**config.mk**
```make
export PLATFORM = sky130hd
export DESIGN_NAME = uart_rx_ctrl
export DESIGN_NICKNAME = d
export VERILOG_FILES = /design/src/rtl/uart_rx_pkg.sv /design/src/rtl/uart_rx_bit_timer.sv /design/src/rtl/uart_rx_ctrl.sv
export SDC_FILE = /design/constraint.sdc
export NUM_CORES = 1
export LEC_CHECK = 0
export CAP_MARGIN = 40
export CORE_MARGIN = 1.5
export CORE_UTILIZATION = 36
export CTS_CLUSTER_DIAMETER = 60
export DETAILED_ROUTE_END_ITERATION = 10
export SYNTH_ARGS = -nofsm -noshare
export SYNTH_HDL_FRONTEND = slang
export SYNTH_HIERARCHICAL = 1
export SYNTH_SLANG_ARGS = --single-unit
```
**constraint.sdc**
```tcl
create_clock -name i_clk -period 2.4 [get_ports i_clk]
set_clock_uncertainty 0.05 [all_clocks]
set_input_delay 0.36 -clock i_clk [delete_from_list [all_inputs] [get_ports i_clk]]
set_output_delay 0.36 -clock i_clk [all_outputs]
set_load 0.02 [all_outputs]
```
**src/rtl/uart_rx_pkg.sv**
```systemverilog
// Shared types and defaults for the UART receive path.
package uart_rx_pkg;

  localparam int OVERSAMPLE_DEF = 16;

  typedef enum logic [2:0] {
    IDLE,
    START,
    DATA,
    PARITY,
    STOP
  } rx_state_e;

  typedef enum logic [1:0] {
    DATA_BITS_5 = 2'd0,
    DATA_BITS_6 = 2'd1,
    DATA_BITS_7 = 2'd2,
    DATA_BITS_8 = 2'd3
  } data_bits_e;

  // Index of the final data bit: 5..8 bits map onto 4..7, i.e. the encoding with a leading one.
  function automatic logic [2:0] last_bit_idx(data_bits_e bits);
    return {1'b1, bits};
  endfunction

endpackage

```
**src/rtl/uart_rx_bit_timer.sv**
```systemverilog
// Oversampling tick counter; strobes on the tick that lands mid-start-bit and on each full-bit boundary.
module uart_rx_bit_timer #(
  parameter int OVERSAMPLE = 16,
  parameter int CNT_W      = $clog2(OVERSAMPLE)
) (
  input  logic i_clk,
  input  logic i_rst_n,
  input  logic i_tick,
  input  logic i_clear,
  output logic o_mid_sample,
  output logic o_full_sample
);

  localparam logic [CNT_W-1:0] MID_CNT  = CNT_W'(OVERSAMPLE / 2 - 1);
  localparam logic [CNT_W-1:0] LAST_CNT = CNT_W'(OVERSAMPLE - 1);

  logic [CNT_W-1:0] cnt_q, cnt_d;

  always_comb begin
    cnt_d = cnt_q;
    if (i_clear) begin
      cnt_d = '0;
    end else if (i_tick) begin
      cnt_d = (cnt_q == LAST_CNT) ? '0 : cnt_q + 1'b1;
    end
  end

  always_ff @(posedge i_clk or negedge i_rst_n) begin
    if (!i_rst_n) begin
      cnt_q <= '0;
    end else begin
      cnt_q <= cnt_d;
    end
  end

  // Strobes are not gated by i_clear: the FSM raises clear in response to them.
  assign o_mid_sample  = i_tick && (cnt_q == MID_CNT);
  assign o_full_sample = i_tick && (cnt_q == LAST_CNT);

endmodule

```
**src/rtl/uart_rx_ctrl.sv**
```systemverilog
// UART receive frame sequencer: start validation, 5..8 data bits LSB-first, optional parity,
// 1/2 stop bits, and a one-entry valid/ready holding register with overrun detection.
module uart_rx_ctrl
  import uart_rx_pkg::*;
#(
  parameter  int OVERSAMPLE = OVERSAMPLE_DEF,
  localparam int CNT_W      = $clog2(OVERSAMPLE)
) (
  input  logic       i_clk,
  input  logic       i_rst_n,
  input  logic       i_rx_en,
  input  logic       i_baud_tick,
  input  logic       i_rx_in,
  input  logic       i_start_signal,
  input  logic [1:0] i_cfg_data_bits,
  input  logic       i_cfg_parity_en,
  input  logic       i_cfg_parity_odd,
  input  logic       i_cfg_stop2,
  output logic [7:0] o_rx_data,
  output logic       o_rx_valid,
  input  logic       i_rx_ready,
  output logic       o_parity_err,
  output logic       o_frame_err,
  output logic       o_overrun_err,
  output logic       o_busy
);

  rx_state_e  state_q, state_d;
  logic [2:0] bit_cnt_q, bit_cnt_d;
  logic [7:0] shift_q, shift_d;
  logic       par_err_q, par_err_d;
  logic       frm_err_q, frm_err_d;
  logic       done_q, done_d;
  data_bits_e cfg_bits_q, cfg_bits_d;
  logic       cfg_par_en_q, cfg_par_en_d;
  logic       cfg_par_odd_q, cfg_par_odd_d;
  logic       cfg_stop2_q, cfg_stop2_d;

  logic [7:0] hold_data_q, hold_data_d;
  logic       hold_perr_q, hold_perr_d;
  logic       hold_ferr_q, hold_ferr_d;
  logic       valid_q, valid_d;
  logic       ovr_q, ovr_d;
  logic       accept;

  logic tmr_clear, mid_sample, full_sample;

  uart_rx_bit_timer #(
    .OVERSAMPLE(OVERSAMPLE),
    .CNT_W     (CNT_W)
  ) u_bit_timer (
    .i_clk        (i_clk),
    .i_rst_n      (i_rst_n),
    .i_tick       (i_baud_tick),
    .i_clear      (tmr_clear),
    .o_mid_sample (mid_sample),
    .o_full_sample(full_sample)
  );

  always_comb begin
    state_d       = state_q;
    bit_cnt_d     = bit_cnt_q;
    shift_d       = shift_q;
    par_err_d     = par_err_q;
    frm_err_d     = frm_err_q;
    done_d        = 1'b0;
    cfg_bits_d    = cfg_bits_q;
    cfg_par_en_d  = cfg_par_en_q;
    cfg_par_odd_d = cfg_par_odd_q;
    cfg_stop2_d   = cfg_stop2_q;
    tmr_clear     = 1'b0;

    case (state_q)
      IDLE: begin
        tmr_clear = 1'b1;
        if (i_start_signal && i_rx_en) begin
          state_d       = START;
          bit_cnt_d     = '0;
          shift_d       = '0;
          par_err_d     = 1'b0;
          frm_err_d     = 1'b0;
          cfg_bits_d    = data_bits_e'(i_cfg_data_bits);
          cfg_par_en_d  = i_cfg_parity_en;
          cfg_par_odd_d = i_cfg_parity_odd;
          cfg_stop2_d   = i_cfg_stop2;
        end
      end
      START: begin
        if (mid_sample) begin
          // From here on, samples fall mid-bit one full period apart.
          state_d   = i_rx_in ? IDLE : DATA;
          tmr_clear = 1'b1;
        end
      end
      DATA: begin
        if (full_sample) begin
          shift_d[bit_cnt_q] = i_rx_in;
          if (bit_cnt_q == last_bit_idx(cfg_bits_q)) begin
            bit_cnt_d = '0;
            state_d   = cfg_par_en_q ? PARITY : STOP;
          end else begin
            bit_cnt_d = bit_cnt_q + 3'd1;
          end
        end
      end
      PARITY: begin
        if (full_sample) begin
          par_err_d = (^shift_q) ^ i_rx_in ^ cfg_par_odd_q;
          state_d   = STOP;
        end
      end
      STOP: begin
        if (full_sample) begin
          if (!i_rx_in) frm_err_d = 1'b1;
          if (!cfg_stop2_q || bit_cnt_q[0]) begin
            state_d   = IDLE;
            bit_cnt_d = '0;
            done_d    = 1'b1;
          end else begin
            bit_cnt_d = bit_cnt_q + 3'd1;
          end
        end
      end
      default: state_d = IDLE;
    endcase

    if (!i_rx_en) begin
      state_d   = IDLE;
      bit_cnt_d = '0;
      done_d    = 1'b0;
      tmr_clear = 1'b1;
    end
  end

  assign accept = valid_q && i_rx_ready;

  // A completed frame may replace the held one only when that one leaves in the same cycle.
  always_comb begin
    hold_data_d = hold_data_q;
    hold_perr_d = hold_perr_q;
    hold_ferr_d = hold_ferr_q;
    valid_d     = valid_q;
    ovr_d       = 1'b0;
    if (done_q) begin
      if (!valid_q || accept) begin
        hold_data_d = shift_q;
        hold_perr_d = par_err_q;
        hold_ferr_d = frm_err_q;
        valid_d     = 1'b1;
      end else begin
        ovr_d = 1'b1;
      end
    end else if (accept) begin
      valid_d = 1'b0;
    end
  end

  always_ff @(posedge i_clk or negedge i_rst_n) begin
    if (!i_rst_n) begin
      state_q       <= IDLE;
      bit_cnt_q     <= '0;
      shift_q       <= '0;
      par_err_q     <= 1'b0;
      frm_err_q     <= 1'b0;
      done_q        <= 1'b0;
      cfg_bits_q    <= DATA_BITS_5;
      cfg_par_en_q  <= 1'b0;
      cfg_par_odd_q <= 1'b0;
      cfg_stop2_q   <= 1'b0;
      hold_data_q   <= '0;
      hold_perr_q   <= 1'b0;
      hold_ferr_q   <= 1'b0;
      valid_q       <= 1'b0;
      ovr_q         <= 1'b0;
    end else begin
      state_q       <= state_d;
      bit_cnt_q     <= bit_cnt_d;
      shift_q       <= shift_d;
      par_err_q     <= par_err_d;
      frm_err_q     <= frm_err_d;
      done_q        <= done_d;
      cfg_bits_q    <= cfg_bits_d;
      cfg_par_en_q  <= cfg_par_en_d;
      cfg_par_odd_q <= cfg_par_odd_d;
      cfg_stop2_q   <= cfg_stop2_d;
      hold_data_q   <= hold_data_d;
      hold_perr_q   <= hold_perr_d;
      hold_ferr_q   <= hold_ferr_d;
      valid_q       <= valid_d;
      ovr_q         <= ovr_d;
    end
  end

  assign o_rx_data     = hold_data_q;
  assign o_rx_valid    = valid_q;
  assign o_parity_err  = hold_perr_q;
  assign o_frame_err   = hold_ferr_q;
  assign o_overrun_err = ovr_q;
  assign o_busy        = (state_q != IDLE);

endmodule

```
==> report_table.html, run 1 <==
<table>
<tr><th>Metric</th><th>Value</th></tr>
<tr><th colspan="2">Status</th></tr>
<tr><td>Status</td><td>complete, no violations</td></tr>
<tr><th colspan="2">Clock tree</th></tr>
<tr><td>Clk Latency, worst-skew pair</td><td>a little under 300 ps</td></tr>
<tr><td>Root buffer cell</td><td>sky130_fd_sc_hd__clkbuf_8</td></tr>
<tr><td>Number of post-CTS setup repair buffers</td><td>0</td></tr>
<tr><td>TritonCTS sink count</td><td>38</td></tr>
<tr><td>Num CTS Buffers</td><td>5</td></tr>
<tr><td>CTS clock-pin slew for the worst setup and hold paths</td><td>roughly 70 ps</td></tr>
<tr><td>Maximum buffer depth of the clock tree</td><td>2</td></tr>
<tr><td>Max H-tree Level</td><td>2</td></tr>
<tr><td>CTS tree</td><td>built</td></tr>
<tr><th colspan="2">Timing</th></tr>
<tr><td>Final-layout setup total negative slack</td><td>0 ps</td></tr>
<tr><td>Setup slack after layout</td><td>approximately 150 ps</td></tr>
<tr><td>Shortest clock period the worst path allows after layout</td><td>roughly 2300 ps</td></tr>
<tr><td>Least-Margin Pin Slew</td><td>approximately 500 ps</td></tr>
<tr><td>Number of failing hold endpoints at the final stage</td><td>0</td></tr>
<tr><td>Share of the clock period used by the worst path</td><td>between 90 and 100%</td></tr>
<tr><td>Count of endpoints failing setup in the final report</td><td>0</td></tr>
<tr><td>Setup repair after global routing missed its margin</td><td>false</td></tr>
<tr><td>Highest attainable clock frequency</td><td>443 MHz</td></tr>
<tr><td>Hold slack final</td><td>around 430 ps</td></tr>
<tr><td>Max-Slew Margin vs Limit</td><td>roughly 67%</td></tr>
<tr><td>Final-report max-slew violation count</td><td>0</td></tr>
<tr><th colspan="2">Worst setup path</th></tr>
<tr><td>Critical path data arrival time</td><td>about 1800 ps</td></tr>
<tr><td>Critical Path Max Stage Delay</td><td>roughly 550 ps</td></tr>
<tr><td>Type of the worst setup path</td><td>flop to primary output</td></tr>
<tr><td>Required time reported for the critical path endpoint</td><td>roughly 2000 ps</td></tr>
<tr><td>Largest fanout of any net on the critical path</td><td>10</td></tr>
<tr><td>Depth of the most critical reg-to-reg path</td><td>7</td></tr>
<tr><td>Critical path, cell by cell</td><td>nor2_1 -&gt; nand2_1 -&gt; clkdlybuf4s50_1</td></tr>
<tr><td>Category of the worst setup path launch point</td><td>flop</td></tr>
<tr><td>CP endpoint kind</td><td>primary output</td></tr>
<tr><td>Standard cell with the maximum stage delay on the critical path</td><td>sky130_fd_sc_hd__clkdlybuf4s50_1</td></tr>
<tr><th colspan="2">Synthesis</th></tr>
<tr><td>Top area cells in the synthesized netlist</td><td>sky130_fd_sc_hd__dfrtp_1, sky130_fd_sc_hd__mux2_2, sky130_fd_sc_hd__nand2_1</td></tr>
<tr><td>Yosys top cell area share</td><td>between 40% and 50%</td></tr>
<tr><td>Synth async-reset ratio</td><td>100%</td></tr>
<tr><td>Prevailing post-synth register cell</td><td>sky130_fd_sc_hd__dfrtp_1</td></tr>
<tr><td>Most numerous cell types in the synthesized netlist</td><td>sky130_fd_sc_hd__dfrtp_1, sky130_fd_sc_hd__nand2_1, sky130_fd_sc_hd__mux2_2</td></tr>
<tr><td>Most repeated cell in the gate-level netlist after synthesis</td><td>sky130_fd_sc_hd__dfrtp_1</td></tr>
<tr><td>Cells after synthesis</td><td>186</td></tr>
<tr><td>Register bit total from synthesis</td><td>38</td></tr>
<tr><td>Post-synth EDFFs</td><td>0</td></tr>
<tr><td>Yosys top cell by area</td><td>sky130_fd_sc_hd__dfrtp_1</td></tr>
<tr><td>Post-Synthesis Cell Area</td><td>0.00192 sq mm</td></tr>
<tr><td>Net Count, Synth</td><td>200</td></tr>
<tr><td>Sequential share of the synthesized area</td><td>about half</td></tr>
<tr><td>Warnings from Yosys</td><td>6</td></tr>
<tr><td>Avg Inst Size Synth</td><td>~10 sq um</td></tr>
<tr><td>Unique cell type count in the Yosys netlist</td><td>41</td></tr>
<tr><th colspan="2">Routing</th></tr>
<tr><td>First-pass detailed-route iteration total</td><td>4</td></tr>
<tr><td>Amount of wire on met3 after detailed routing</td><td>around 110 microns</td></tr>
<tr><td>Uppermost routed layer</td><td>met4</td></tr>
<tr><td>Initial detailed-routing violation count</td><td>38</td></tr>
<tr><td>Post-detailed-route DRC marker count</td><td>0</td></tr>
<tr><td>Total wire length</td><td>roughly 3.7 mm</td></tr>
<tr><td>Number of vias after detailed routing</td><td>1466</td></tr>
<tr><td>Met1 Wirelength</td><td>around 1.8 mm</td></tr>
<tr><td>Antenna-violating nets left</td><td>0</td></tr>
<tr><td>Via density per instance</td><td>around 5</td></tr>
<tr><td>Wire length per cell</td><td>~13 microns</td></tr>
<tr><td>Met2 routed wirelength</td><td>between 1.5 and 2 mm</td></tr>
<tr><th colspan="2">Layout</th></tr>
<tr><td>Combined area of the multi-input logic cells</td><td>922 sq um</td></tr>
<tr><td>Syn-to-layout area delta</td><td>24.9%</td></tr>
<tr><td>Design Area, Final</td><td>0.00240 sq mm</td></tr>
<tr><td>Sequential cell area in the final layout</td><td>951 sq um</td></tr>
<tr><td>Filler instances</td><td>528</td></tr>
<tr><td>NumNets Final</td><td>around 230</td></tr>
<tr><td>Ratio of cells with drive above 1 in the final layout</td><td>between 10% and 20%</td></tr>
<tr><td>Antenna diode count</td><td>0</td></tr>
<tr><td>Non-filler cells in the finished layout</td><td>between 200 and 300</td></tr>
<tr><th colspan="2">Floorplanning</th></tr>
<tr><td>Die area</td><td>between 0.005 and 0.006 sq mm</td></tr>
<tr><td>Y dimension of the die</td><td>roughly 76 microns</td></tr>
<tr><td>Area of the core region</td><td>0.00514 sq mm</td></tr>
<tr><td>IO Pins</td><td>25</td></tr>
<tr><td>Floorplan die width</td><td>76.1 microns</td></tr>
<tr><td>Row Count</td><td>26</td></tr>
<tr><td>Effective utilization at floorplan</td><td>between 30% and 40%</td></tr>
<tr><th colspan="2">Placed design</th></tr>
<tr><td>Number of buffer cells added on primary ports</td><td>24</td></tr>
<tr><td>Worst-case setup slack after placement</td><td>50.9 ps</td></tr>
<tr><td>Post-detail-place hpwl</td><td>2.69 mm</td></tr>
<tr><td>Number of placed instances, taps included</td><td>roughly 280</td></tr>
<tr><td>Routability cong.</td><td>0.870</td></tr>
<tr><td>Instance area after placement</td><td>between 0.002 and 0.0025 sq mm</td></tr>
<tr><th colspan="2">Power and ir drop</th></tr>
<tr><td>Static Leak</td><td>between 1 and 1.5 nW</td></tr>
<tr><td>Worst VDD drop</td><td>around 230 uV</td></tr>
<tr><td>Total power divided by cell area</td><td>533 mW/mm^2</td></tr>
<tr><th colspan="2">Global route</th></tr>
<tr><td>Tot GR Track Use</td><td>about 14%</td></tr>
<tr><td>First-pass GRT wire length</td><td>~6.8 mm</td></tr>
<tr><td>Antenna violations before repair</td><td>0</td></tr>
<tr><td>Maximum number of pins on one net before global-route repair</td><td>21</td></tr>
<tr><td>GRT overflow</td><td>0</td></tr>
<tr><td>Via count of the first global-routing pass</td><td>roughly 1500</td></tr>
<tr><th colspan="2">Worst hold path</th></tr>
<tr><td>Cell depth of the worst hold path</td><td>2</td></tr>
<tr><td>Hold Path Class</td><td>flop to flop</td></tr>
<tr><th colspan="2">Job</th></tr>
<tr><td>Max Cap Violations</td><td>0</td></tr>
</table>
==> power breakdown <==
group          total, mW  internal [mW]  switching (mW)
sequential         0.679          0.661          0.0175
combinational      0.142         0.0752          0.0663
clock              0.460          0.231           0.230
total               1.28          0.967           0.313
==> through the flow <==
stage	util, %	total power, mW
final	46.8	1.28
after floorplan	-	0.767
after global placement	44.2	0.826
after detailed placement	44.7	0.834
after global routing	46.8	1.34
after CTS	46.8	1.30
==> routing by layer <==
metal / GRT usage, % / vias up
li1: - / 722
met1: 18.6 / 705
met2: 23.1 / 32
met3: 2.51 / 7
met4: 6.67 / 0
met5: 0 / -
==> critical path, delay by kind of cell, from the launching register on <==
kind	cells	cell delay [ps]
AND/OR/NAND/NOR	2	510
flip-flops	1	500
buffers and inverters	1	550
==> sequential cells by signal, indices dropped and copies added, names as in the netlist, 2 cells and up <==
signal and flops:
o_rx_data 8, shift_q 8, u_bit_timer/cnt_q 4, bit_cnt_q 3
state_q 3, cfg_bits_q 2
==> cells in the final DEF (no fill, tap or decap), drive strengths merged, types with 2 or more instances in the layout <==
master | netlist | routed
xnor2 | 11 | 11
ha | 2 | 2
a211oi | 2 | 2
mux2 | 15 | 15
a21oi | 5 | 5
inv | 6 | 6
nand4 | 2 | 2
nand2 | 28 | 28
nand2b | 6 | 6
o21ai | 5 | 5
clkdlybuf4s50 | 0 | 23
nor3b | 3 | 3
buf | 3 | 9
mux2i | 7 | 7
clkbuf | 3 | 6
nor3 | 3 | 3
nor2 | 8 | 8
dfrtp | 38 | 38
nand3b | 3 | 3
nor2b | 7 | 7
a31oi | 2 | 2
or3 | 2 | 2
nand3 | 9 | 9
==> layout make-up <==
cell class,instances,share of cell area (%)
inverters,6,0.937
multi-input cells,136,38.4
well taps,70,3.64
clock buffers,6,3.44
flip-flops and latches,38,39.6
repair buffers,33,13.5
clock inverters,2,0.521
==> worst paths after layout <==
| kind | from | end | slack (ps) |
|---|---|---|---|
| max reg2reg | u_bit_timer/cnt_q[0]$_DFFE_PN0P_ | bit_cnt_q[2]$_DFFE_PN0P_ | 210 |
| min in group asynchronous | i_rst_n | o_rx_data[3]$_DFFE_PN0P_ | 510 |
| min | done_q$_DFF_PN0_ | o_rx_valid$_DFFE_PN0P_ | 430 |
| max | state_q[2]$_DFFE_PN0P_ | o_busy | 150 |
| max in group asynchronous | i_rst_n | u_bit_timer/cnt_q[1]$_DFFE_PN0P_ | 1330 |
| min reg2reg | done_q$_DFF_PN0_ | o_rx_valid$_DFFE_PN0P_ | 430 |
==> cell families after synthesis <==
family	synth area share, %
buffers and inverters	2.67
adders and majority gates	1.30
DFF	49.4
and+or+nand+nor	19.5
xor gates and xnor gates	5.46
muxes	12.4
AOI/OAI and AO/OA	9.23
==> timing repair <==
item,4_1_cts,5_1_grt
resized for setup,0,0
hold buffers,1,0
endpoints found under the hold margin,19,0
(Power assumes the default switching activity.)
==> run 2, diff against run 1 <==
--- a/config.mk
+++ b/config.mk
@@ -10,6 +10,8 @@
 export CORE_UTILIZATION = 36
 export CTS_CLUSTER_DIAMETER = 60
 export DETAILED_ROUTE_END_ITERATION = 10
+export PLACE_DENSITY = 0.56
+export RECOVER_POWER = 100
 export SYNTH_ARGS = -nofsm -noshare
 export SYNTH_HDL_FRONTEND = slang
 export SYNTH_HIERARCHICAL = 1
==> report_table.html, run 2 (synthesis results as in run 1) <==
<table>
<tr><th>Metric</th><th>Value</th></tr>
<tr><th colspan="2">Status</th></tr>
<tr><td>Status</td><td>complete, no violations</td></tr>
<tr><th colspan="2">Timing</th></tr>
<tr><td>Final-layout setup total negative slack</td><td>0 ps</td></tr>
<tr><td>Least-Margin Pin Slew</td><td>approximately 750 ps</td></tr>
<tr><td>Share of the clock period used by the worst path</td><td>between 90 and 100%</td></tr>
<tr><td>Final-report max-slew violation count</td><td>0</td></tr>
<tr><td>Number of failing hold endpoints at the final stage</td><td>0</td></tr>
<tr><td>Count of endpoints failing setup in the final report</td><td>0</td></tr>
<tr><td>Setup repair after global routing missed its margin</td><td>false</td></tr>
<tr><td>Highest attainable clock frequency</td><td>about 450 MHz</td></tr>
<tr><td>Max-Slew Margin vs Limit</td><td>between 50% and 60%</td></tr>
<tr><td>Shortest clock period the worst path allows after layout</td><td>roughly 2200 ps</td></tr>
<tr><th colspan="2">Power and ir drop</th></tr>
<tr><td>Worst VDD drop</td><td>about 220 uV</td></tr>
<tr><td>Fraction of power consumed by sequential logic</td><td>53.9%</td></tr>
<tr><td>Total power divided by cell area</td><td>~540 mW/mm^2</td></tr>
<tr><td>Static Leak</td><td>about 1.1 nW</td></tr>
<tr><td>Clk pwr share</td><td>~36%</td></tr>
<tr><td>Net switching power of the design</td><td>about 0.31 mW</td></tr>
<tr><td>Fraction of power spent switching nets</td><td>about a quarter</td></tr>
<tr><td>Portion of total power attributed to combinational logic</td><td>a little over a tenth</td></tr>
<tr><td>Cell-internal power</td><td>about 0.96 mW</td></tr>
<tr><th colspan="2">Worst setup path</th></tr>
<tr><td>Critical Path Max Stage Delay</td><td>approximately 460 ps</td></tr>
<tr><td>Required time reported for the critical path endpoint</td><td>2550 ps</td></tr>
<tr><td>Type of the worst setup path</td><td>flop to flop</td></tr>
<tr><td>Depth of the critical timing path with buffers and inverters included</td><td>7</td></tr>
<tr><td>Standard cell with the maximum stage delay on the critical path</td><td>sky130_fd_sc_hd__or4b_1</td></tr>
<tr><td>Number of buffers and inverters on the critical path</td><td>0</td></tr>
<tr><td>Kind of cell with the highest combined delay on the critical path</td><td>simple AND/OR/NAND/NOR gates</td></tr>
<tr><td>Setup slack of the most critical reg-to-reg path</td><td>between 150 and 200 ps</td></tr>
<tr><td>CP endpoint kind</td><td>flop</td></tr>
<tr><td>Largest fanout of any net on the critical path</td><td>5</td></tr>
<tr><td>Critical path, cell by cell</td><td>ha_1 -&gt; and4_2 -&gt; nand2_1 -&gt; nor3b_1 -&gt; o31a_1 -&gt; or4b_1 -&gt; o21ai_0</td></tr>
<tr><td>Critical path data arrival time</td><td>between 2000 and 2500 ps</td></tr>
<tr><td>Depth of the most critical reg-to-reg path</td><td>7</td></tr>
<tr><td>Category of the worst setup path launch point</td><td>flop</td></tr>
<tr><td>Crit Reg-Reg Endpoint</td><td>bit_cnt_q[2]$_DFFE_PN0P_</td></tr>
<tr><td>Worst reg2reg path startpoint</td><td>u_bit_timer/cnt_q[0]$_DFFE_PN0P_</td></tr>
<tr><th colspan="2">Layout</th></tr>
<tr><td>Final Util</td><td>45.8%</td></tr>
<tr><td>Syn-to-layout area delta</td><td>22.3%</td></tr>
<tr><td>Ratio of cells with drive above 1 in the final layout</td><td>roughly 13%</td></tr>
<tr><td>Commonest cells after routing, fill and taps aside</td><td>sky130_fd_sc_hd__dfrtp_1, sky130_fd_sc_hd__nand2_1, sky130_fd_sc_hd__mux2_2, sky130_fd_sc_hd__dlygate4sd3_1, sky130_fd_sc_hd__xnor2_1</td></tr>
<tr><td>Sequential cell area in the final layout</td><td>951 sq um</td></tr>
<tr><td>Filler instances</td><td>roughly 550</td></tr>
<tr><td>Combined area of the multi-input logic cells</td><td>about 920 sq um</td></tr>
<tr><td>NumNets Final</td><td>about 230</td></tr>
<tr><td>Antenna diode count</td><td>0</td></tr>
<tr><td>Leading cell type in the layout, fill and taps excluded</td><td>sky130_fd_sc_hd__dfrtp_1</td></tr>
<tr><th colspan="2">Floorplanning</th></tr>
<tr><td>Effective utilization at floorplan</td><td>37.4%</td></tr>
<tr><td>Floorplan die width</td><td>about 76 microns</td></tr>
<tr><td>Die area</td><td>between 0.005 and 0.006 sq mm</td></tr>
<tr><td>Y dimension of the die</td><td>approximately 76 microns</td></tr>
<tr><td>Area of the core region</td><td>0.00514 sq mm</td></tr>
<tr><td>IO Pins</td><td>25</td></tr>
<tr><td>Row Count</td><td>26</td></tr>
<tr><th colspan="2">Clock tree</th></tr>
<tr><td>Num CTS Buffers</td><td>5</td></tr>
<tr><td>TritonCTS sink count</td><td>38</td></tr>
<tr><td>Post_cts resized</td><td>0</td></tr>
<tr><td>Clk Latency, worst-skew pair</td><td>about 290 ps</td></tr>
<tr><td>Maximum buffer depth of the clock tree</td><td>2</td></tr>
<tr><td>CTS clock-pin slew for the worst setup and hold paths</td><td>70 ps</td></tr>
<tr><td>CTS tree</td><td>built</td></tr>
<tr><td>Root buffer cell</td><td>sky130_fd_sc_hd__clkbuf_8</td></tr>
<tr><td>Max H-tree Level</td><td>2</td></tr>
<tr><th colspan="2">Worst hold path</th></tr>
<tr><td>Hold_sp</td><td>done_q$_DFF_PN0_</td></tr>
<tr><td>Cell depth of the worst hold path</td><td>2</td></tr>
<tr><td>Hold worst-path end</td><td>o_rx_valid$_DFFE_PN0P_</td></tr>
<tr><td>Hold Path Class</td><td>flop to flop</td></tr>
<tr><th colspan="2">Global route</th></tr>
<tr><td>Tot GR Track Use</td><td>between 10% and 20%</td></tr>
<tr><td>Antenna violations before repair</td><td>0</td></tr>
<tr><td>First-pass GRT wire length</td><td>7.06 mm</td></tr>
<tr><td>Via count of the first global-routing pass</td><td>roughly 1500</td></tr>
<tr><td>Maximum number of pins on one net before global-route repair</td><td>26</td></tr>
<tr><td>GRT overflow</td><td>0</td></tr>
<tr><th colspan="2">Routing</th></tr>
<tr><td>Post-detailed-route DRC marker count</td><td>0</td></tr>
<tr><td>Total wire length</td><td>about 3.9 mm</td></tr>
<tr><td>Number of vias after detailed routing</td><td>approximately 1500</td></tr>
<tr><td>First-pass detailed-route iteration total</td><td>6</td></tr>
<tr><td>Antenna-violating nets left</td><td>0</td></tr>
<tr><td>Via density per instance</td><td>roughly 5</td></tr>
<tr><td>Initial detailed-routing violation count</td><td>59</td></tr>
<tr><td>Wire length per cell</td><td>13.6 microns</td></tr>
<tr><th colspan="2">Job</th></tr>
<tr><td>Max Cap Violations</td><td>0</td></tr>
<tr><th colspan="2">Placed design</th></tr>
<tr><td>Number of buffer cells added on primary ports</td><td>24</td></tr>
<tr><td>Post-detail-place hpwl</td><td>between 2 and 3 mm</td></tr>
<tr><td>Routability cong.</td><td>around 0.9</td></tr>
</table>
==> run 2: cell count changes in the layout (fill, tap and decap cells not counted), sizes merged <==
cell	before	now
buf	9	2
clkbuf	6	13
clkdlybuf4s50	23	9
clkinvlp	1	0
dlygate4sd3	1	15
==> run 2: power groups by stage <==
stage,clock (mW),sequential [mW],combinational [mW]
detailed placement,0,0.694,0.139
floorplan,0,0.687,0.0800
global placement,0,0.692,0.133
finish,0.453,0.681,0.131
global route,0.510,0.685,0.148
CTS,0.478,0.681,0.142
==> run 2: how the worst max path moves through the flow <==
stage                                startpoint                  endpoint  slack, ps
2_1_floorplan  u_bit_timer/cnt_q[0]$_DFFE_PN0P_  bit_cnt_q[2]$_DFFE_PN0P_        330
3_3_place_gp                        i_baud_tick  bit_cnt_q[2]$_DFFE_PN0P_        100
3_5_place_dp                        i_baud_tick  bit_cnt_q[2]$_DFFE_PN0P_         50
4_1_cts        u_bit_timer/cnt_q[0]$_DFFE_PN0P_  bit_cnt_q[2]$_DFFE_PN0P_        200
5_1_grt                  state_q[2]$_DFFE_PN0P_                    o_busy         70
6_report       u_bit_timer/cnt_q[0]$_DFFE_PN0P_  bit_cnt_q[2]$_DFFE_PN0P_        190
==> run 2: final cells by class <==
type | instances | share of cell area [%]
clock buffers | 7 | 3.67
clock inverters | 1 | 0.213
inverters | 6 | 0.957
multi-input cells | 136 | 39.2
flip-flops and latches | 38 | 40.4
well taps | 70 | 3.72
repair buffers | 32 | 11.9
==> run 2: layer usage <==
| metal | global-route usage (%) | up-vias | routed length (microns) |
|---|---|---|---|
| met5 | 0 | - | 0 |
| met4 | 5.74 | 0 | 56 |
| met3 | 3.83 | 4 | 108 |
| met2 | 23.4 | 27 | 1920 |
| met1 | 20.4 | 724 | 1860 |
| li1 | - | 716 | - |
==> run 2: timing repair <==
| action | 4_1_cts | 5_1_grt |
|---|---|---|
| setup endpoints to repair | 0 | 0 |
| hold endpoints to repair | 13 | 0 |
| hold buffers | 1 | 0 |
| buffers inserted | 0 | 0 |
==> run 2: worst reg2reg max path: cells and delay by family (launching register included) <==
| kind | cells | cell delay (ps) |
|---|---|---|
| AOI/OAI and AO/OA | 2 | 420 |
| and+or+nand+nor | 4 | 990 |
| DFF | 1 | 410 |
| adders and majority gates | 1 | 250 |
==> run 2: stage by stage <==
step                      setup slack (ps)  area, sq um  hold slack [ps]  total power [mW]  cells
after floorplan                        334         1920             14.4             0.767    186
after global placement                98.0         2260              404             0.825    280
after detailed placement              52.5         2280              236             0.833    281
after CTS                              198         2380              441              1.30    290
after global routing                  70.1         2350              465              1.34    290
final                                  191         2350              437              1.26    290
==> run 3, diff against run 2 <==
--- a/config.mk
+++ b/config.mk
@@ -12,6 +12,7 @@
 export DETAILED_ROUTE_END_ITERATION = 10
 export PLACE_DENSITY = 0.56
 export RECOVER_POWER = 100
+export REMOVE_ABC_BUFFERS = 1
 export SYNTH_ARGS = -nofsm -noshare
 export SYNTH_HDL_FRONTEND = slang
 export SYNTH_HIERARCHICAL = 1
==> report_table.html, run 3 (synthesis results as in run 1) <==
<table>
<tr><th>Metric</th><th>Value</th></tr>
<tr><th colspan="2">Status</th></tr>
<tr><td>Status</td><td>complete, no violations</td></tr>
<tr><th colspan="2">Routing</th></tr>
<tr><td>Post-detailed-route DRC marker count</td><td>0</td></tr>
<tr><td>Total wire length</td><td>3.84 mm</td></tr>
<tr><td>Number of vias after detailed routing</td><td>about 1500</td></tr>
<tr><td>Antenna-violating nets left</td><td>0</td></tr>
<tr><td>Via density per instance</td><td>approximately 5.0</td></tr>
<tr><td>Wire length per cell</td><td>approximately 13 microns</td></tr>
<tr><td>First-pass detailed-route iteration total</td><td>4</td></tr>
<tr><td>Initial detailed-routing violation count</td><td>86</td></tr>
<tr><th colspan="2">Clock tree</th></tr>
<tr><td>Num CTS Buffers</td><td>5</td></tr>
<tr><td>Root buffer cell</td><td>sky130_fd_sc_hd__clkbuf_8</td></tr>
<tr><td>Number of post-CTS setup repair buffers</td><td>0</td></tr>
<tr><td>CTS clock-pin slew for the worst setup and hold paths</td><td>70 ps</td></tr>
<tr><td>CTS tree</td><td>built</td></tr>
<tr><td>Maximum buffer depth of the clock tree</td><td>2</td></tr>
<tr><td>Clk Latency, worst-skew pair</td><td>a little under 300 ps</td></tr>
<tr><td>Max H-tree Level</td><td>2</td></tr>
<tr><td>TritonCTS sink count</td><td>38</td></tr>
<tr><th colspan="2">Global route</th></tr>
<tr><td>First-pass GRT wire length</td><td>between 6 and 7 mm</td></tr>
<tr><td>Via count of the first global-routing pass</td><td>1500</td></tr>
<tr><td>Tot GR Track Use</td><td>14.8%</td></tr>
<tr><td>GRT overflow</td><td>0</td></tr>
<tr><td>Antenna violations before repair</td><td>0</td></tr>
<tr><td>Maximum number of pins on one net before global-route repair</td><td>27</td></tr>
<tr><th colspan="2">Floorplanning</th></tr>
<tr><td>Die area</td><td>slightly below 0.006 sq mm</td></tr>
<tr><td>Effective utilization at floorplan</td><td>between 30% and 40%</td></tr>
<tr><td>Row Count</td><td>26</td></tr>
<tr><td>Floorplan die width</td><td>around 76 microns</td></tr>
<tr><td>IO Pins</td><td>25</td></tr>
<tr><td>Area of the core region</td><td>0.00514 sq mm</td></tr>
<tr><td>Y dimension of the die</td><td>76.1 microns</td></tr>
<tr><th colspan="2">Worst setup path</th></tr>
<tr><td>Critical path, cell by cell</td><td>nor2_1 -&gt; nand2_1 -&gt; clkdlybuf4s50_1</td></tr>
<tr><td>Critical Path Max Stage Delay</td><td>about 550 ps</td></tr>
<tr><td>Setup slack of the most critical reg-to-reg path</td><td>roughly 200 ps</td></tr>
<tr><td>Largest fanout of any net on the critical path</td><td>10</td></tr>
<tr><td>Worst reg2reg path startpoint</td><td>u_bit_timer/cnt_q[0]$_DFFE_PN0P_</td></tr>
<tr><td>Standard cell with the maximum stage delay on the critical path</td><td>sky130_fd_sc_hd__clkdlybuf4s50_1</td></tr>
<tr><td>Category of the worst setup path launch point</td><td>flop</td></tr>
<tr><td>Type of the worst setup path</td><td>flop to primary output</td></tr>
<tr><td>CP endpoint kind</td><td>primary output</td></tr>
<tr><td>Kind of cell with the highest combined delay on the critical path</td><td>buffers and inverters</td></tr>
<tr><td>Number of buffers and inverters on the critical path</td><td>1</td></tr>
<tr><td>Critical path data arrival time</td><td>1830 ps</td></tr>
<tr><td>Required time reported for the critical path endpoint</td><td>about 2000 ps</td></tr>
<tr><td>Crit Reg-Reg Endpoint</td><td>bit_cnt_q[2]$_DFFE_PN0P_</td></tr>
<tr><td>Depth of the most critical reg-to-reg path</td><td>7</td></tr>
<tr><th colspan="2">Timing</th></tr>
<tr><td>Max-Slew Margin vs Limit</td><td>46.4%</td></tr>
<tr><td>Number of failing hold endpoints at the final stage</td><td>0</td></tr>
<tr><td>Highest attainable clock frequency</td><td>between 400 and 500 MHz</td></tr>
<tr><td>Final-report max-slew violation count</td><td>0</td></tr>
<tr><td>Final-layout setup total negative slack</td><td>0 ps</td></tr>
<tr><td>Share of the clock period used by the worst path</td><td>93.1%</td></tr>
<tr><td>Least-Margin Pin Slew</td><td>804 ps</td></tr>
<tr><td>Hold slack final</td><td>approximately 430 ps</td></tr>
<tr><td>Setup repair after global routing missed its margin</td><td>false</td></tr>
<tr><td>Shortest clock period the worst path allows after layout</td><td>roughly 2200 ps</td></tr>
<tr><td>Count of endpoints failing setup in the final report</td><td>0</td></tr>
<tr><th colspan="2">Layout</th></tr>
<tr><td>Ratio of cells with drive above 1 in the final layout</td><td>a little under an eighth</td></tr>
<tr><td>Antenna diode count</td><td>0</td></tr>
<tr><td>Syn-to-layout area delta</td><td>22.7%</td></tr>
<tr><td>Non-filler cells in the finished layout</td><td>just under 300</td></tr>
<tr><td>NumNets Final</td><td>between 200 and 250</td></tr>
<tr><td>Commonest cells after routing, fill and taps aside</td><td>sky130_fd_sc_hd__dfrtp_1, sky130_fd_sc_hd__nand2_1, sky130_fd_sc_hd__mux2_2, sky130_fd_sc_hd__dlygate4sd3_1, sky130_fd_sc_hd__xnor2_1</td></tr>
<tr><td>Leading cell type in the layout, fill and taps excluded</td><td>sky130_fd_sc_hd__dfrtp_1</td></tr>
<tr><th colspan="2">Worst hold path</th></tr>
<tr><td>Hold_sp</td><td>done_q$_DFF_PN0_</td></tr>
<tr><td>Hold worst-path end</td><td>o_rx_valid$_DFFE_PN0P_</td></tr>
<tr><td>Hold Path Class</td><td>flop to flop</td></tr>
<tr><td>Cell depth of the worst hold path</td><td>2</td></tr>
<tr><th colspan="2">Job</th></tr>
<tr><td>Max Cap Violations</td><td>0</td></tr>
<tr><th colspan="2">Power and ir drop</th></tr>
<tr><td>Worst VDD drop</td><td>approximately 320 uV</td></tr>
<tr><td>Total power of the final layout</td><td>1.33 mW</td></tr>
<tr><td>Total power divided by cell area</td><td>between 500 and 600 mW/mm^2</td></tr>
<tr><td>Static Leak</td><td>1.06 nW</td></tr>
<tr><th colspan="2">Placed design</th></tr>
<tr><td>Post-detail-place hpwl</td><td>between 2 and 3 mm</td></tr>
<tr><td>Routability cong.</td><td>between 0.8 and 0.9</td></tr>
<tr><td>Number of buffer cells added on primary ports</td><td>24</td></tr>
<tr><td>Number of placed instances, taps included</td><td>between 200 and 300</td></tr>
</table>
[run 3: changes by cell type in the layout (fill, tap and decap cells not counted)]
cell and change:
sky130_fd_sc_hd__clkbuf_1 +1, sky130_fd_sc_hd__clkbuf_8 -1, sky130_fd_sc_hd__clkinv_2 -1, sky130_fd_sc_hd__o21ai_0 -1, sky130_fd_sc_hd__bufinv_16 +1, sky130_fd_sc_hd__buf_4 -1, sky130_fd_sc_hd__o21ai_1 +1
[run 3: repair_timing]
action,4_1_cts,5_1_grt
gates resized for setup,0,0
hold buffers,1,0
endpoints found under the hold margin,12,0
[run 3: area by class of cell]
type,count,area (sq um)
clock buffers,7,76.3
clock inverters,1,30.0
fillers,520,2780
inverters,6,22.5
multi-input cells,136,922
flip-flops and latches,38,951
well taps,70,87.6
repair buffers,31,272
[run 3: metal layers]
metal	up-vias	routed length, microns	global-route usage, %	share of wire, %
li1	719	-	-	-
met3	5	113	3.95	2.9
met1	709	1790	18.8	47
met2	25	1880	24.5	49
met5	-	0	0	0
met4	0	48	5.00	1.3
[run 3: worst max path at each step]
stage	cells after the start	to	startpoint	slack (ps)
3_3_place_gp	7	bit_cnt_q[2]$_DFFE_PN0P_	i_baud_tick	90
2_1_floorplan	7	bit_cnt_q[2]$_DFFE_PN0P_	u_bit_timer/cnt_q[0]$_DFFE_PN0P_	310
5_1_grt	7	bit_cnt_q[0]$_DFFE_PN0P_	u_bit_timer/cnt_q[0]$_DFFE_PN0P_	30
4_1_cts	3	o_busy	state_q[2]$_DFFE_PN0P_	160
6_report	3	o_busy	state_q[2]$_DFFE_PN0P_	160
3_5_place_dp	7	bit_cnt_q[2]$_DFFE_PN0P_	i_baud_tick	70
[run 3: per-stage QoR]
step	worst slack, ps	util [%]	cell area [sq um]
CTS	160	46.5	2390
detailed placement	65.0	44.3	2280
finish	165	45.9	2360
floorplan	313	-	1900
global route	29.7	45.9	2360
global placement	88.2	43.9	2260
[run 3: worst register-to-register path, stage by stage, from the launching register on]
cell,delay [ps]
sky130_fd_sc_hd__dfrtp_1,420
sky130_fd_sc_hd__ha_1,250
sky130_fd_sc_hd__and4_2,260
sky130_fd_sc_hd__clkbuf_1,220
sky130_fd_sc_hd__a21boi_0,120
sky130_fd_sc_hd__o31a_1,270
sky130_fd_sc_hd__or4b_1,470
sky130_fd_sc_hd__o21ai_1,80
[run 3: power breakdown]
part,switching [mW],internal (mW)
Combinational,0.0644,0.0652
Clock,0.210,0.311
Sequential,0.0182,0.662
